File: src/rtl/accum_checker_sat_counter.sv
// Saturating up-counter with enable; holds at all-ones instead of wrapping.
module sat_counter #(
    parameter int W = 8
) (
    input  logic         clk_i,
    input  logic         rst_ni,
    input  logic         en_i,
    output logic [W-1:0] cnt_o
);

    logic [W-1:0] cnt_q;
    logic [W-1:0] cnt_d;

    // Next count: bump when enabled unless already saturated.
    always_comb begin
        cnt_d = cnt_q;
        if (en_i && (cnt_q != {W{1'b1}})) begin
            cnt_d = cnt_q + W'(1);
        end
    end

    // Count register, cleared asynchronously.
    always_ff @(posedge clk_i or negedge rst_ni) begin
        if (!rst_ni) begin
            cnt_q <= '0;
        end else begin
            cnt_q <= cnt_d;
        end
    end

    assign cnt_o = cnt_q;

endmodule

File: config.mk
export PLATFORM = sky130hd
export DESIGN_NAME = sat_counter
export DESIGN_NICKNAME = d
export VERILOG_FILES = /design/src/rtl/accum_checker_sat_counter.sv
export SDC_FILE = /design/constraint.sdc
export NUM_CORES = 1
export LEC_CHECK = 0
export BUFFER_PORTS_ARGS = -buffer_cell sky130_fd_sc_hd__buf_2
export CORE_AREA = 3 3 40 42
export CTS_CLUSTER_SIZE = 10
export DETAILED_ROUTE_END_ITERATION = 6
export DIE_AREA = 0 0 43 45
export SKIP_CTS_REPAIR_TIMING = 1
export SLEW_MARGIN = 10
export SYNTH_ARGS = -nofsm -noshare
export SYNTH_HDL_FRONTEND = slang
export SYNTH_SLANG_ARGS = --single-unit
File: constraint.sdc
create_clock -name clk_i -period 1.44 [get_ports clk_i]
set_input_delay 0.288 -clock clk_i [delete_from_list [all_inputs] [get_ports clk_i]]
set_output_delay 0.288 -clock clk_i [all_outputs]
set_load 0.05 [all_outputs]
After elaboration in Yosys (flattened, before gate mapping)
Cells that the tools add are included.
Cells by class
  add/sub/neg operators: 1
  eq/ne operators: 1
  reductions and logical operators: 1
Operators with widths (count)
  adder 8 x 1 -> 8 bit (second input constant): 1
  != test 8 bit (second input constant): 1
  logical AND 1 bit: 1
Word-level totals
  bits in registers: 8
  input port bits: 3
  output and inout bits: 8
  logic and storage cells: 4

Longest topological paths before layout
  word-level depth: 2
  mapped depth: 4

Least setup slack after synthesis
No wires, ideal clock.
  kind: reg2reg
  from: register cnt_q[0], in the netlist cnt_o[0]
  to: register cnt_q[1], in the netlist cnt_o[1]
  setup time: 128 ps
  arrival time: 1638 ps
  data required time: 1312 ps
  setup slack: -325 ps
  stages on the path, launching flop included: 5
  cells stage by stage: dfrtp_1 > ha_1 > nand4_1 > o21ai_2 > mux2_1
Between the ends
  cells in the longest elaborated chain, start to end: 2
Ends and longest elaborated chain
  start, declared: RTL line 11  | logic [W-1:0] cnt_q;
  start signal, assigned: RTL line 27  | cnt_q <= cnt_d;
  branches (longest 2 deep; another with adder 8 x 1 -> 8 bit)
Several ways; the timed one is not identified.
A chain may end at the register's enable or synchronous reset.

Final worst setup path
Same ends and word-level chain as after synthesis.

==> results.ini <==
[sta]
worst_pin_slew_ns=0.251
fin_tns_setup_ns=0
timing.clock.skew_ns=0.00213
layout_min_cycle_time_ns=1.37
report.final.setup_viol=0
final-max-slew-violation-count=0
final_min_period_over_clock_period_pct=95.5
timing.slew.headroom_pct=83.4
hold_viol=0
clock.fmax_ghz=0.728

[critical_path]
timing.rr.end=cnt_o[1]
cp.arrival_ns=1.50
r2r_slack_ns=0.07
critical_path_required_time_ns=1.57
timing.critical_path.from_type=flop
critical_path.reg2reg.startpoint=cnt_o[0]
critPathMaxStageDelay_ns=0.40
crit_path_capture_type=flop
worstPathBufferInverterCount=0
timing.reg2reg.worst_path_depth=4
crit_family=flip-flops
worst_path_max_delay_cell=sky130_fd_sc_hd__dfrtp_2
path_max_fanout=5
timing.critical_path.cells=ha_4 > nand4_1 > o21ai_2 > mux2_1
path_class=flop to flop

[pwr]
power.share.clock_pct=12.1
seq_power_share_pct=35.5
swShare_pct=51.1
share_comb_of_total_power_pct=52.4
vdd_drop_max_v=0.00127
power_spent_charging_and_discharging_nets_uw=695
power_density_nw_per_um2=2450
p_leak_uw=0.000232
internal-power_uw=664

[placed_design]
finalWeightedCongestion=0.683
placement.io_buffers=10
dp_hpwl_um=593
placedCellCount=59

[yosys]
ys_seq_area_share_pct=49.1
number_of_standard_cells_after_synthesis=34
synth.net_count=38
ys_ff_latch=8
synth_flop_cell=sky130_fd_sc_hd__dfrtp_1
yosys_warnings=0
synth.cell_area_um2=408
synth-async-reset-ratio_pct=100
synth_enable_flop_cells=0
yosysUniqueCellTypes=23
synth.avg_cell_area_um2=12.0

[status]
run_status=finished, final reports clean

[die]
die-area_um2=1940
core_area_um2=1280
boundaryPins=11
die_h_um=45
start_util_pct=31.7
floorplan.rows=13
die_w_um=43

[routing]
drc_errors=0
postRouteWirelength_um=817
antenna_left=0
viasPerCell=5.24
avgRoutedWirePerCell_um=12.4
dr.pass1.iters=4
dr.first_iter.drc_count=6
dr_total_vias=346

[clocking]
ctsRootBufferMaster=sky130_fd_sc_hd__clkbuf_4
clock_insertion_delay_worst_skew_ns=0.25
cts_buffers=3
cts_sinks=8
htree_levels=1
path_clk_slew_ns=0.05
clockBufferDepth=2
tritoncts=yes

[run]
timing.max_cap.violations=0

[global_routing]
number_of_antenna_violations_at_the_first_check_in_global_routing=0
grt_max_degree=9
grt_overflow=0
first_global_vias=280
grt_use_total_pct=9.30
wire_length_of_the_first_global_routing_pass_um=1260

[min_path]
timing.hold.worst_endpoint=cnt_o[2]
hold_path_depth=3
hold_path_class=primary input to flop
min-delay-start=en_i

[final_layout]
num_antenna_cells=0
layout_cell_share_with_drive_strength_beyond_1_pct=60.8
syn2layout_area_growth_pct=35.9
max_reg_flops=8
num-nets-final=57
instances_no_fill=66
utilization_pct=43.1

## routing by layer
metal / track usage (%) / vias up / part of all wire, % / routed length [µm]
met3: 7.17 / 0 / 8.6 / 70
met4: 1.81 / 0 / 0 / 0
met5: 0 / - / 0 / 0
met1: 11.3 / 163 / 47 / 384
li1: - / 170 / - / -
met2: 13.2 / 13 / 44 / 363
## worst max path at each step
stage               startpoint       end  slack [ns]  depth (start not counted)
floorplan             cnt_o[0]  cnt_o[1]       -0.08                          4
global placement      cnt_o[0]  cnt_o[1]        0.08                          4
detailed placement    cnt_o[0]  cnt_o[1]        0.06                          4
CTS                   cnt_o[0]  cnt_o[1]        0.04                          4
global route          cnt_o[0]  cnt_o[1]      -0.008                          4
finish                cnt_o[0]  cnt_o[1]        0.07                          4
## worst min-delay path, cell delays in order
cell                      delay [ns]
sky130_fd_sc_hd__buf_2          0.13
sky130_fd_sc_hd__a21oi_1        0.07
sky130_fd_sc_hd__nor2_1         0.08
## cells in the final DEF (no fill, tap or decap), types with 2 or more instances in the layout
cell type	count
sky130_fd_sc_hd__dfrtp_2	8
sky130_fd_sc_hd__buf_4	3
sky130_fd_sc_hd__buf_2	10
sky130_fd_sc_hd__a41oi_1	2
sky130_fd_sc_hd__a31oi_1	2
sky130_fd_sc_hd__clkbuf_4	3
sky130_fd_sc_hd__a21oi_1	2
sky130_fd_sc_hd__nand3_1	2
## Yosys cell counts (2+ instances only)
| library cell | count | share of area, % |
|---|---|---|
| sky130_fd_sc_hd__dfrtp_1 | 8 | 49 |
| sky130_fd_sc_hd__nand3_1 | 2 | 2.5 |
| sky130_fd_sc_hd__a21oi_1 | 2 | 2.5 |
| sky130_fd_sc_hd__a31oi_1 | 2 | 3.1 |
| sky130_fd_sc_hd__a41oi_1 | 2 | 4.3 |
## per-stage QoR
step	hold WS (ns)	area (µm²)	total power (µW)	worst slack [ns]
after CTS	-0.128	522	1360	0.0402
after detailed placement	0.143	499	1180	0.0564
after global placement	0.144	499	1180	0.0804
final	0.376	554	1360	0.0655
after floorplan	-0.00759	430	1010	-0.0825
after global routing	0.384	554	1450	-0.00776
## logic make-up (layout without fill, tap and decap cells)
family,count (synthesis),after routing,synth area share [%]
AND/OR/NAND/NOR,9,9,15.0
adder cells (fa/ha/maj),1,1,3.07
buffers and inverters,1,18,0.919
XOR/XNOR,2,2,4.30
flip-flops,8,8,49.1
AO/OA/AOI/OAI,11,11,21.2
multiplexers,2,2,6.44
## final cells by class
cell class | count | area, µm²
clock buffers | 3 | 22.5
repair buffers | 14 | 82.6
well taps | 15 | 18.8
multi-input cells | 25 | 216
fillers | 130 | 731
flip-flops and latches | 8 | 210
inverters | 1 | 3.75
## power groups by stage
stage	Sequential (µW)	Combinational [µW]	Clock, µW
6_report	483	713	164
3_3_place_gp	486	693	0
2_1_floorplan	795	219	0
3_5_place_dp	490	690	0
4_1_cts	486	695	175
5_1_grt	502	752	195
Note: power is estimated with default switching activity, not from simulation.
